`src/rtl/ctrl_gen2_if.sv`:
```
// Input/output handshake bundle for the ctrl_gen2 controller.
// The slave side is the controller; the master side is the I/O fabric.
interface ctrl_gen2_if #(
    parameter int DATA_W = 8
);
    logic              in_valid;
    logic [DATA_W-1:0] in_data;
    logic              in_ready;
    logic [DATA_W-1:0] in_buf;
    logic              out_ack;

    modport master (
        output in_valid,
        output in_data,
        output out_ack,
        input  in_ready,
        input  in_buf
    );

    modport slave (
        input  in_valid,
        input  in_data,
        input  out_ack,
        output in_ready,
        output in_buf
    );
endinterface

```
`src/rtl/ctrl_gen2.sv`:
```
// Multi-cycle CPU control unit: fetch wait, decode, execute,
// plus blocking input/output handshakes. Outputs are registered.
module ctrl_gen2 #(
    parameter int DATA_W     = 8,
    parameter int FETCH_WAIT = 1
) (
    input  logic              clk,
    input  logic              rst,
    input  logic [3:0]        op,
    input  logic [DATA_W-1:0] alu_res,
    ctrl_gen2_if.slave        io,
    output logic [2:0]        estado,
    output logic [1:0]        sel_dt_wr,
    output logic              wr,
    output logic              ld_pc,
    output logic              sel_jmp,
    output logic              sel_desv,
    output logic              ld_output,
    output logic              sel_reg_wr,
    output logic [2:0]        cmd_ula
);

    typedef enum logic [2:0] {
        CLR      = 3'd0,
        FETCH    = 3'd1,
        DECODE   = 3'd2,
        EXEC     = 3'd3,
        IN_WAIT  = 3'd4,
        OUT_WAIT = 3'd5
    } state_t;

    localparam logic [3:0] FW_LOAD = 4'(FETCH_WAIT - 1);

    state_t     state;
    logic [3:0] cnt;
    logic       neg;
    logic       zero;
    logic       take;

    assign estado = state;
    assign neg    = alu_res[DATA_W-1];
    assign zero   = (alu_res == '0);

    // Branch condition for the conditional-branch opcodes.
    always_comb begin
        take = 1'b0;
        case (op)
            4'h9:    take = neg;
            4'hA:    take = !neg && !zero;
            4'hB:    take = zero;
            4'hC:    take = !zero;
            default: take = 1'b0;
        endcase
    end

    // Controller FSM; each output is set on the edge entering the
    // state in which it must be visible.
    always_ff @(posedge clk or negedge rst) begin
        if (!rst) begin
            state       <= FETCH;
            cnt         <= FW_LOAD;
            sel_dt_wr   <= 2'b00;
            wr          <= 1'b0;
            ld_pc       <= 1'b0;
            sel_jmp     <= 1'b0;
            sel_desv    <= 1'b0;
            ld_output   <= 1'b0;
            sel_reg_wr  <= 1'b0;
            cmd_ula     <= 3'd0;
            io.in_ready <= 1'b0;
            io.in_buf   <= '0;
        end else begin
            case (state)
                CLR, EXEC: begin
                    state       <= (state == CLR) ? FETCH : CLR;
                    cnt         <= FW_LOAD;
                    sel_dt_wr   <= 2'b00;
                    wr          <= 1'b0;
                    ld_pc       <= 1'b0;
                    sel_jmp     <= 1'b0;
                    sel_desv    <= 1'b0;
                    ld_output   <= 1'b0;
                    sel_reg_wr  <= 1'b0;
                    cmd_ula     <= 3'd0;
                    io.in_ready <= 1'b0;
                end
                FETCH: begin
                    if (cnt == 4'd0) begin
                        state <= DECODE;
                    end else begin
                        cnt <= cnt - 4'd1;
                    end
                end
                DECODE: begin
                    case (op)
                        4'h1, 4'h2, 4'h3, 4'h4, 4'h5, 4'h6: begin
                            cmd_ula <= op[2:0];
                            wr      <= 1'b1;
                        end
                        4'h7: begin
                            cmd_ula <= 3'd0;
                            wr      <= 1'b1;
                        end
                        4'h8: begin
                            sel_reg_wr <= 1'b1;
                            sel_dt_wr  <= 2'b01;
                            wr         <= 1'b1;
                        end
                        4'hE: begin
                            sel_dt_wr   <= 2'b10;
                            io.in_ready <= 1'b1;
                        end
                        4'hF: begin
                            cmd_ula   <= 3'd0;
                            ld_output <= 1'b1;
                        end
                        default: ;
                    endcase
                    if (op == 4'hE) begin
                        state <= IN_WAIT;
                    end else if (op == 4'hF) begin
                        state <= OUT_WAIT;
                    end else begin
                        state    <= EXEC;
                        ld_pc    <= 1'b1;
                        sel_jmp  <= (op == 4'hD);
                        sel_desv <= take;
                    end
                end
                IN_WAIT: begin
                    if (io.in_valid) begin
                        io.in_buf   <= io.in_data;
                        io.in_ready <= 1'b0;
                        wr          <= 1'b1;
                        ld_pc       <= 1'b1;
                        state       <= EXEC;
                    end
                end
                OUT_WAIT: begin
                    ld_output <= 1'b0;
                    if (io.out_ack) begin
                        ld_pc <= 1'b1;
                        state <= EXEC;
                    end
                end
                default: state <= CLR;
            endcase
        end
    end

endmodule

```
`src/flat_wrapper.sv`:
```
// flat-port wrapper written by rule: the top's interface ports become plain ports
module ctrl_gen2_flat 
#(
    parameter int DATA_W     = 8,
    parameter int FETCH_WAIT = 1
)
  (clk, rst, op, alu_res, estado, sel_dt_wr, wr, ld_pc, sel_jmp, sel_desv, ld_output, sel_reg_wr, cmd_ula, io_in_valid, io_in_data, io_out_ack, io_in_ready, io_in_buf);
  ctrl_gen2_if #(.DATA_W(DATA_W)) io_i ();
  input  logic clk;
  input  logic rst;
  input  logic [3:0] op;
  input  logic [DATA_W-1:0] alu_res;
  output logic [2:0] estado;
  output logic [1:0] sel_dt_wr;
  output logic wr;
  output logic ld_pc;
  output logic sel_jmp;
  output logic sel_desv;
  output logic ld_output;
  output logic sel_reg_wr;
  output logic [2:0] cmd_ula;
  input wire logic [$bits(io_i.in_valid)-1:0] io_in_valid;
  input wire logic [$bits(io_i.in_data)-1:0] io_in_data;
  input wire logic [$bits(io_i.out_ack)-1:0] io_out_ack;
  output wire logic [$bits(io_i.in_ready)-1:0] io_in_ready;
  output wire logic [$bits(io_i.in_buf)-1:0] io_in_buf;
  assign io_i.in_valid = io_in_valid;
  assign io_i.in_data = io_in_data;
  assign io_i.out_ack = io_out_ack;
  assign io_in_ready = io_i.in_ready;
  assign io_in_buf = io_i.in_buf;
  ctrl_gen2 #(.DATA_W(DATA_W), .FETCH_WAIT(FETCH_WAIT)) u_core (.clk(clk), .rst(rst), .op(op), .alu_res(alu_res), .io(io_i), .estado(estado), .sel_dt_wr(sel_dt_wr), .wr(wr), .ld_pc(ld_pc), .sel_jmp(sel_jmp), .sel_desv(sel_desv), .ld_output(ld_output), .sel_reg_wr(sel_reg_wr), .cmd_ula(cmd_ula));
endmodule
```
`config.mk`:
```
export PLATFORM = sky130hd
export DESIGN_NAME = ctrl_gen2_flat
export DESIGN_NICKNAME = d
export VERILOG_FILES = /design/src/rtl/ctrl_gen2_if.sv /design/src/rtl/ctrl_gen2.sv /design/src/flat_wrapper.sv
export SDC_FILE = /design/constraint.sdc
export NUM_CORES = 1
export LEC_CHECK = 0
export BUFFER_PORTS_ARGS = -buffer_cell sky130_fd_sc_hd__buf_2
export CAP_MARGIN = 20
export CELL_PAD_IN_SITES_DETAIL_PLACEMENT = 1
export CELL_PAD_IN_SITES_GLOBAL_PLACEMENT = 1
export CORE_MARGIN = 3
export CORE_UTILIZATION = 35
export DETAILED_ROUTE_END_ITERATION = 6
export GPL_TIMING_DRIVEN = 1
export PLACE_DENSITY_LB_ADDON = 0.1
export SLEW_MARGIN = 5
export SYNTH_ARGS = -nofsm -noshare
export SYNTH_HDL_FRONTEND = slang
export SYNTH_SLANG_ARGS = --single-unit
```
`constraint.sdc`:
```
create_clock -name clk -period 2.7 [get_ports clk]
set_input_delay 0.54 -clock clk [delete_from_list [all_inputs] [get_ports clk]]
set_output_delay 0.54 -clock clk [all_outputs]
set_load 0.03 [all_outputs]
```
### After elaboration in Yosys (flattened, before gate mapping)

Cells that the tools add are included.

| word-level totals | value |
|---|---|
| RAM bits | 0 |
| ROM bits | 0 |
| output and inout bits | 23 |
| word-level logic and storage cells | 106 |
| bits of input ports | 24 |
| bits in latches | 0 |
| memories kept | 0 |
| bits in registers | 27 |

| operators by class | value |
|---|---|
| bitwise operators | 0 |
| equality and inequality tests | 32 |
| shifts and indexed selects | 0 |
| $add $sub $neg | 1 |
| divide/modulo/power cells | 0 |
| $lt $le $gt $ge | 0 |
| reductions and logical operators | 27 |
| multiply operators | 0 |
| muxes and demuxes | 34 |

Operators with widths:

| operator | number |
|---|---|
| 4-bit equality test, second input constant | 8 |
| 4-bit by 3-bit equality test with 1-bit output, second input constant | 4 |
| 3-bit 2-to-1 mux | 5 |
| 3-bit case mux with 5 select lines | 1 |
| 1-bit 2-to-1 mux | 14 |
| 2-bit != test, second input constant | 7 |
| 3-bit case mux with 2 select lines | 2 |
| 2-bit AND reduction | 6 |
| 3-bit AND reduction | 4 |
| 4-bit by 2-bit equality test with 1-bit output, second input constant | 2 |
| 8-bit logical NOT | 1 |
| 1-bit case mux with 2 select lines | 4 |
| 1-bit case mux with 4 select lines | 2 |
| 2-bit case mux with 2 select lines | 2 |
| 4-bit case mux with 2 select lines | 1 |
| 8-bit OR reduction | 1 |
| 3-bit by 2-bit equality test with 1-bit output, second input constant | 2 |
| 3-bit equality test, second input constant | 2 |
| 2-bit by 1-bit != test with 1-bit output, second input constant | 3 |
| 1-bit case mux with 3 select lines | 2 |
| 2-bit nonzero test | 3 |
| 6-bit OR reduction | 1 |
| 5-bit AND reduction | 1 |
| 4-bit by 1-bit equality test with 1-bit output, second input constant | 1 |
| 13 further kinds | 15 |

### Depth between registers and ports, before layout

Gate-level depths: netlist of run 1.

| depth | value |
|---|---|
| depth after elaboration | 7 |
| gate-level depth with buffers | 6 |
| gate-level depth less buffers | 6 |

### Worst setup path before layout of run 1

No wires, ideal clock.

| timing path | value |
|---|---|
| kind | input -> register |
| start | input op[1] |
| end | register u_core.cmd_ula[0] |
| required time | 2.575 ns |
| setup time | 0.125 ns |
| stages | 5 |
| buffers on the path | 1 |
| data arrival time | 1.492 ns |
| slack | 1.083 ns |
| path through | clkbuf_2 -> inv_1 -> a22o_2 -> a21oi_4 -> mux2_2 |

| on the way | value |
|---|---|
| word-level cells in the longest chain between the ends | 4 |
| elaborated cells between the ends (all ways) | 14 |
| those cells by class | eq/ne: 9; mux: 2; reduce/logical: 3 |

RTL lines:

| what | line | text |
|---|---|---|
| from (decl) | flat_wrapper.sv:11 | `input logic [3:0] op;` |
| 4-bit by 1-bit equality test with 1-bit output (tied with other cells) | ctrl_gen2.sv:95 | `case (op)` |
| 6-bit OR reduction / 2-bit OR reduction (equally long branches) | n/a |  |
| 3-bit case mux with 2 select lines / 3-bit != test (equally long branches) | n/a |  |
| 3-bit case mux with 2 select lines / 2-bit AND reduction (equally long branches) | n/a |  |
| to (signal assigned) | ctrl_gen2.sv:97 | `cmd_ula <= op[2:0];` |
| to (decl) | ctrl_gen2.sv:20 | `output logic [2:0] cmd_ula` |

Several ways; a longest one is shown, not always the timed one.
A chain may end at the register's enable or synchronous reset.

### Final worst setup path of run 1

| timing path | value |
|---|---|
| start | register u_core.state[2] (netlist: u_core.estado[2]) |
| end | output estado[2] |

RTL lines:

| what | line | text |
|---|---|---|
| from (decl) | ctrl_gen2.sv:34 | `state_t state;` |
| from (signal assigned) | ctrl_gen2.sv:75 | `state <= (state == CLR) ? FETCH : CLR;` |
| to (decl) | flat_wrapper.sv:13 | `output logic [2:0] estado;` |

No word-level cell between the ends.

==> impl_metrics.tcl, run 1 <==
set metrics [dict create \
    cts_buffers 3 \
    dp_hpwl_mm 2.739 \
    hold_viol_final 0 \
    worstPathMaxFanout 14 \
    grt_setup_unrepaired "false" \
    fp.dieArea_sq_um 5022 \
    final_area_sq_um 1742 \
    post-route-drc-count 0 \
    nNetsFinal 208 \
    cts.path.max_buffers 2 \
    cts_sinks 27 \
    fin_crit_sh_pct 66.18 \
    relSlewSlack_pct 58.58 \
    syn_nets 165 \
    finClkSkew_ns 0.003706 \
    holdBufCountCts 0 \
    critical-path-top-delay-family "flip-flops" \
    grt_pass1_wl_mm 5.927 \
    setup-tns-final_ns 0 \
    critPathLaunchType "flip-flop" \
    multi_input_area_sq_um 706.9 \
    antenna_found_initial 0 \
    yosys.area_share.simple_pct 20.90 \
    die_x_um 70.87 \
    first_iter_violations 43 \
    synth_top_family_by_area "simple AND/OR/NAND/NOR gates" \
    min-delay-path-class "input port to asynchronous set/reset pin" \
    synthAdderAreaFrac_pct 1.699 \
    via_per_inst 5.205 \
    clockPowerShare_pct 13.6 \
    gr-total-overflow 0 \
    grt_use_met2_pct 23.69 \
    port_buffers 46 \
    end_kind "output port" \
    route.detailed.wl_per_inst_um 15.10 \
    synth_compound_area_share_pct 15.21 \
    path_class "flip-flop to output port" \
    p_int_uw 942.9 \
    synth-seq-area-share_pct 45.96 \
    synth_most_common_cell "dfrtp_1" \
    io_pins 47 \
    die_h_um 70.87 \
    synth_area_sq_um 1473 \
    via_count 1192 \
    gr-max-usage-layer "met2" \
    path_buf_inv 1 \
    synth_mux_area_share_pct 8.411 \
    routed_wl_mm 3.459 \
    synth_commonest_cells "26 x dfrtp_1, 13 x nand2_1, 11 x mux2_2, 11 x o21ai_0" \
    grt_pass1_vias 1222 \
    initial_core_util_pct 38.21 \
    ys_top_cells_by_area "dfrtp_1 44%, mux2_2 8.4%, o21ai_0 3.7%, nand2_1 3.3%, buf_6 3.1%" \
    p_sw_share_pct 44.14 \
    critical-path-slowest-cell "dfrtp_1" \
    synthFlopType "dfrtp_1" \
    track_usage_pct 14.51 \
    synth-xor-area-share_pct 1.784 \
    path_cells "buf_2" \
    total_power_uw 1688 \
    synth_edf_count 0 \
    fin_crit_ns 1.787 \
    clock-root-buffer "clkbuf_8" \
    avgSynthCellArea_sq_um 10.59 \
    powerDensity_nw_per_um2 969.2 \
    cpPeakStageDelay_ns 0.68 \
    dpl_cell_area_sq_um 1693 \
    drive_gt1_share_pct 42.54 \
    run_status "finished clean" \
    gp_congestion 0.7713 \
    seqCellArea_sq_um 676.9 \
    combPwrFrac_pct 48.6 \
    path_clk_slew_ns 0.09 \
    whs_ns 0.2727 \
    crit_required_ns 2.16 \
    synth_top_area_share_pct 44.18 \
    fill_cells 474 \
    num_rows 22 \
    netlist_instances 139 \
    yosys_warnings 0 \
    syn_to_final_growth_pct 18.27 \
    drtAntennaViolNets 0 \
    finalSetupViolCount 0 \
    pwr-share-seq_pct 37.8 \
    peakVddDrop_mv 0.6833 \
    netSwitchingPower_uw 745.1 \
    h-tree-depth 1 \
    synthArstFlopShare_pct 100.0 \
    yosysTopAreaCell "dfrtp_1" \
    worst_pin_slew_ns 0.6213 \
    insertion_delay_ns 0.27 \
    cts_tree "done" \
    cap_violations 0 \
    grt_max_degree 28 \
    core_area_sq_um 3854 \
    crit_arrival_ns 1.25 \
    post-route-util_pct 45.19 \
    synth_cell_type_count 47 \
    drt_pass1_iterations 4 \
    use_met3_pct 3.835 \
    ys_ff_latch 27 \
    slew_viol_final 0 \
    met1_usage_pct 19.40 \
    max_freq_mhz 559.6 \
    p_leak_uw 0.0008585 \
    antenna_cells 0 \
    cts_resized 0 \
    postCtsSetupRepairBufs 0 \
]
## per-stage QoR
stage / worst slack (ns) / instances
after global routing: 0.7917 / 229
after detailed placement: 0.9298 / 225
final: 0.9131 / 229
after global placement: 0.9669 / 225
after floorplan: 1.083 / 139
after CTS: 0.9023 / 229
## flip-flops by register name, summed over array words and instances, names as in the netlist
| name | flops |
|---|---|
| u_core.sel_desv | 1 |
| u_core.wr | 1 |
| u_core.sel_dt_wr | 2 |
| u_core.sel_reg_wr | 1 |
| u_core.io.in_ready | 1 |
| u_core.estado | 3 |
| u_core.cmd_ula | 3 |
| u_core.sel_jmp | 1 |
| u_core.ld_output | 1 |
| u_core.cnt | 4 |
| u_core.io.in_buf | 8 |
| u_core.ld_pc | 1 |
## power groups by stage
stage	Sequential (uW)	Combinational (uW)	Clock [uW]
6_report	638	820	230
3_3_place_gp	634	820	0
4_1_cts	639	834	246
5_1_grt	655	893	264
3_5_place_dp	644	832	0
2_1_floorplan	822	460	0
## layer usage
metal	share of wire, %	wire (um)	vias up
met5	0	0	-
met4	0.75	26	0
met3	5.8	199	4
met2	49	1698	31
met1	44	1534	576
li1	-	-	581
## placed cells by master (no fill, tap or decap), drive strengths merged, types with 2 or more instances in the layout
cell type and instances:
o21ai 11, inv 5, buf 46, a31oi 3
and3 3, clkbuf 3, o21bai 2, dfrtp 26
ha 2, nor2b 3, xor2 2, a21oi 6
mux2 11, nand2 13, nor3b 2, nand3 8
a22o 2, nor2 8, a2111oi 2, nor4 2
or2 2, nor3 4
## cell type report
cell class / count / area share, %
clock buffer: 3 / 2.371
clock inverter: 1 / 0.4310
inverter: 5 / 1.078
multi-input combinational: 99 / 40.59
sequential: 27 / 38.86
tap: 48 / 3.448
timing repair buffer: 46 / 13.22
## logic make-up (layout without fill, tap and decap cells)
family,Yosys count,after routing
AOI/OAI and AO/OA,33,33
xor gates and xnor gates,3,3
adders and majority gates,2,2
buffers and inverters,13,55
DFF,27,27
muxes,11,11
and+or+nand+nor,50,50
## worst paths after layout
check / to / depth (start not counted) / start / slack [ns]
worst max-delay path: estado[2] / 1 / u_core.estado[2] / 0.91
worst min-delay path: u_core.sel_desv / 1 / rst / 0.27
worst max register to register: u_core.sel_desv / 4 / u_core.estado[1] / 0.93
worst min register to register: u_core.io.in_ready / 2 / u_core.io.in_ready / 0.49
max in group asynchronous: u_core.io.in_ready / 1 / rst / 2.02
min in group clk: u_core.io.in_ready / 2 / u_core.io.in_ready / 0.49
Power figures use the tool's default switching activity.
==> inputs of run 2 (changes only) <==
Settings changed: CORE_UTILIZATION 35 to 34.
Clock period 2.7 ns to 1.5 ns, I/O delays scaled along.
==> run 2 against run 1 <==
Against the previous run:
- the flow now finishes with violations (negative setup slack)
- largest cell class unchanged
- wire length rose by 22%
- largest power group unchanged
- combinational power rose by 140%
- power rose by 110%
==> impl_metrics.tcl, run 2 (synthesis results as in run 1) <==
set metrics [dict create \
    total_power_uw 3512 \
    cap_violations 0 \
    antenna_cells 0 \
    crit_arrival_ns 1.69 \
    h-tree-depth 1 \
    hold_viol_final 0 \
    cts_sinks 27 \
    finClkSkew_ns 0.001920 \
    relSlewSlack_pct 58.73 \
    post-route-drc-count 0 \
    run_status "complete, but fails checks" \
    path_class "flip-flop to flip-flop" \
    max_freq_mhz 662.4 \
    worstPathMaxFanout 4 \
    min-delay-path-class "input port to asynchronous set/reset pin" \
    netSwitchingPower_uw 1499 \
    setup-tns-final_ns -0.02110 \
    routed_wl_mm 4.211 \
    final_cell_mix "46 x buf_2, 24 x buf_4, 24 x dfrtp_1" \
    path_clk_slew_ns 0.10 \
    num_rows 23 \
    via_count 1349 \
    initial_core_util_pct 36.04 \
    first_iter_violations 30 \
    syn_to_final_growth_pct 36.96 \
    die_x_um 71.82 \
    p_sw_share_pct 42.68 \
    antenna_found_initial 0 \
    critPathLaunchType "flip-flop" \
    cts.path.max_buffers 2 \
    peakVddDrop_mv 0.9113 \
    dp_hpwl_mm 3.120 \
    route.detailed.wl_per_inst_um 16.26 \
    insertion_delay_ns 0.28 \
    fin_crit_sh_pct 100.6 \
    pwr-share-seq_pct 31.4 \
    nNetsFinal 236 \
    end_kind "flip-flop" \
    slew_viol_final 0 \
    finalSetupViolCount 3 \
    drtAntennaViolNets 0 \
    drive_gt1_share_pct 54.07 \
    crit_required_ns 1.68 \
    port_buffers 46 \
    grt_setup_unrepaired "true" \
    p_leak_uw 0.001016 \
    top_register "u_core.io.in_buf" \
    drt_pass1_iterations 4 \
    worst_pin_slew_ns 0.6190 \
    fp.dieArea_sq_um 5157 \
    worst_slack_ns -0.009592 \
    holdBufCountCts 0 \
    clockPowerShare_pct 13.0 \
    powerDensity_nw_per_um2 1741 \
    clock-root-buffer "clkbuf_8" \
    grt_pass1_vias 1397 \
    gp_congestion 0.7099 \
    fill_cells 485 \
    combPwrFrac_pct 55.6 \
    post-route-util_pct 49.36 \
    core_area_sq_um 4086 \
    track_usage_pct 16.40 \
    p_int_uw 2013 \
    reg.largest.list "u_core.io.in_buf: 8 flops, u_core.cnt: 4 flops" \
    largest_reg_flops 8 \
    gr-total-overflow 0 \
    violations "negative setup slack" \
    io_pins 47 \
    fin_crit_ns 1.510 \
    grt_max_degree 28 \
    die_h_um 71.82 \
    mostFrequentLayoutCell "buf_2" \
    grt_pass1_wl_mm 6.610 \
    cts_tree "done" \
    via_per_inst 5.208 \
    cts_buffers 3 \
]
-- run 2: worst max-delay path: stages, from the launching register on --
cell	delay, ns
dfstp_2	0.39
buf_6	0.12
nor2b_4	0.12
or2_4	0.27
a21oi_4	0.18
mux2_4	0.32
-- run 2: cell type report --
cell class / instances / area (sq um) / share of cell area, %
flip-flops and latches: 27 / 679.4 / 33.68
multi-input cells: 99 / 742.0 / 36.79
clock buffers: 3 / 41.29 / 2.047
repair buffers: 74 / 464.2 / 23.01
inverters: 5 / 18.77 / 0.9305
well taps: 50 / 62.56 / 3.102
clock inverters: 1 / 8.758 / 0.4342
-- run 2: power groups by stage --
stage	sequential [uW]	clock, uW	combinational [uW]
floorplan	1480	0	828
global placement	1130	0	1640
detailed placement	1150	0	1670
CTS	1140	470	1700
global route	1130	509	2100
finish	1100	456	1950
-- run 2: worst paths after layout --
kind | start | to | slack, ns | cells past startpoint
min in group clk | io_in_data[2] | u_core.io.in_buf[2] | 0.24 | 2
setup / recovery | u_core.estado[0] | u_core.cmd_ula[2] | -0.01 | 5
setup reg to reg | u_core.estado[0] | u_core.cmd_ula[2] | -0.01 | 5
max in group asynchronous | rst | u_core.estado[1] | 1.05 | 1
hold reg to reg | u_core.io.in_ready | u_core.io.in_ready | 0.49 | 2
hold / removal | rst | u_core.sel_desv | 0.02 | 1
-- run 2: metal layers --
layer / track usage (%) / wire, um / vias up
met5: 0 / 0 / -
met4: 4.384 / 43 / 0
met3: 3.226 / 160 / 5
met2: 29.39 / 2211 / 31
met1: 19.95 / 1795 / 677
li1: - / - / 636
-- run 2: what timing repair did --
item                                    in CTS  in global routing
buffers inserted                             1                 10
endpoints found under the setup margin      12                 17
pin swaps                                    1                  5
hold endpoints to repair                     0                  0
resized for setup                            3                 17
-- run 2: through the flow --
stage                     std cells  instance area (sq um)  setup slack, ns  hold WS [ns]
after floorplan                 139                   1475         -0.04263      0.004409
after global placement          244                   1826          0.03553        0.3487
after detailed placement        244                   1826         -0.07357        0.3604
after CTS                       249                   1909         0.004209       0.03776
after global routing            259                   2017         -0.04922       0.05482
final                           259                   2017        -0.009592       0.01509
==> inputs of run 3 (changes only) <==
Settings changed: SKIP_LAST_GASP set to 1.
==> run 3 against run 2 <==
Against the previous run:
- the flow still finishes with violations (negative setup slack)
- register-to-register slack barely moved
- via count did not move
- die area stayed put
- sequential share of layout area unchanged
- clock-buffer cell count unchanged
- largest cell class unchanged
==> impl_metrics.tcl, run 3 (synthesis results as in run 1) <==
set metrics [dict create \
    run_status "complete, but fails checks" \
    violations "negative setup slack" \
    final_cell_mix "46 x buf_2, 24 x buf_4, 24 x dfrtp_1" \
    cts_buffers 3 \
    p_leak_uw 0.001016 \
    worst_pin_slew_ns 0.6190 \
    path_cells "buf_6, nor2b_4, or2_4, a21oi_4, mux2_4" \
    finalSetupViolCount 3 \
    worstPathMaxFanout 4 \
    multi_input_area_sq_um 742.0 \
    total_power_uw 3512 \
    mostFrequentLayoutCell "buf_2" \
    r2r_slack_ns -0.01 \
    worst_slack_ns -0.009592 \
    peakVddDrop_mv 0.9113 \
    reg.largest.list "u_core.io.in_buf: 8 flops, u_core.cnt: 4 flops" \
    fin_crit_ns 1.510 \
    top_register "u_core.io.in_buf" \
    die_h_um 71.82 \
    cp_num_cells 5 \
    dpl_cell_area_sq_um 1826 \
    fp.dieArea_sq_um 5157 \
    io_pins 47 \
    gr-total-overflow 0 \
    path_class "flip-flop to flip-flop" \
    whs_ns 0.01509 \
    final_area_sq_um 2017 \
    slew_viol_final 0 \
    via_count 1349 \
    crit_required_ns 1.68 \
    cpPeakStageDelay_ns 0.39 \
    crit_path_start "u_core.estado[0]" \
    r2r_end "u_core.cmd_ula[2]" \
    h-tree-depth 1 \
    worstRegToRegCells 5 \
    drtAntennaViolNets 0 \
    antenna_found_initial 0 \
    gp_congestion 0.7099 \
    routed_wl_mm 4.211 \
    min-delay-path-class "input port to asynchronous set/reset pin" \
    antenna_cells 0 \
    drive_gt1_share_pct 54.07 \
    grt_setup_unrepaired "true" \
    hold_viol_final 0 \
    num_rows 23 \
    critical-path-slowest-cell "dfstp_2" \
    first_iter_violations 21 \
    path_clk_slew_ns 0.10 \
    route.detailed.wl_per_inst_um 16.26 \
    powerDensity_nw_per_um2 1741 \
    cts_sinks 27 \
    drt_pass1_iterations 4 \
    dp_hpwl_mm 3.120 \
    critPathLaunchType "flip-flop" \
    cts.path.max_buffers 2 \
    setup-tns-final_ns -0.02110 \
    fin_crit_sh_pct 100.6 \
    grt_pass1_vias 1397 \
    path_buf_inv 1 \
    relSlewSlack_pct 58.73 \
    nNetsFinal 236 \
    critical-path-top-delay-family "flip-flops" \
    insertion_delay_ns 0.28 \
    cp-endpoint "u_core.cmd_ula[2]" \
    reg2reg_from "u_core.estado[0]" \
    cap_violations 0 \
    largest_reg_flops 8 \
    post-route-drc-count 0 \
    finClkSkew_ns 0.001920 \
    fill_cells 485 \
    seqCellArea_sq_um 679.4 \
    crit_arrival_ns 1.69 \
    grt_pass1_wl_mm 6.610 \
    via_per_inst 5.208 \
    end_kind "flip-flop" \
    max_freq_mhz 662.4 \
    core_area_sq_um 4086 \
    track_usage_pct 16.40 \
    clock-root-buffer "clkbuf_8" \
    grt_max_degree 28 \
    cts_tree "done" \
    post-route-util_pct 49.36 \
    port_buffers 46 \
    die_x_um 71.82 \
    syn_to_final_growth_pct 36.96 \
    initial_core_util_pct 36.04 \
]
[run 3: layout make-up]
class                           count  share of cell area, %
Multi-Input combinational cell     99                  36.79
Sequential cell                    27                  33.68
Timing Repair Buffer               74                  23.01
Tap cell                           50                  3.102
Clock buffer                        3                  2.047
Inverter                            5                 0.9305
Clock inverter                      1                 0.4342
[run 3: worst min path at each step]
| stage | from | endpoint | slack (ns) | cells after the start |
|---|---|---|---|---|
| floorplan | rst | u_core.cmd_ula[0] | 0.004 | 0 |
| global placement | rst | u_core.sel_desv | 0.35 | 1 |
| detailed placement | rst | u_core.sel_desv | 0.36 | 1 |
| CTS | rst | u_core.cmd_ula[2] | 0.04 | 1 |
| global route | rst | u_core.sel_reg_wr | 0.05 | 1 |
| finish | rst | u_core.sel_desv | 0.02 | 1 |
[run 3: where the power goes]
part / switching (uW) / internal (uW) / total, uW
clock: 261 / 196 / 456
sequential: 156 / 946 / 1100
combinational: 1080 / 870 / 1950
[run 3: routing by layer]
metal / vias to the layer above / GRT usage, % / routed length (um)
met4: 0 / 4.384 / 43
li1: 636 / - / -
met3: 5 / 3.226 / 160
met2: 31 / 29.39 / 2211
met5: - / 0 / 0
met1: 677 / 19.95 / 1795
[run 3: per-stage QoR]
step | setup slack (ns) | instances
final | -0.009592 | 259
after global routing | -0.04922 | 259
after CTS | 0.004209 | 249
after detailed placement | -0.07357 | 244
after global placement | 0.03553 | 244
after floorplan | -0.04263 | 139
[run 3: what timing repair did]
item / CTS / global route
cloned: 0 / 0
pin swaps: 1 / 5
resized for setup: 3 / 17
buffers inserted: 1 / 10
hold buffers: 0 / 0
setup endpoints to repair: 12 / 17
[run 3: worst reg2reg max path: cells and delay by family (launching register included)]
kind | cells | cell delay (ns)
AND/OR/NAND/NOR | 2 | 0.40
flip-flops | 1 | 0.39
multiplexers | 1 | 0.32
AO/OA/AOI/OAI | 1 | 0.18
buffers and inverters | 1 | 0.12
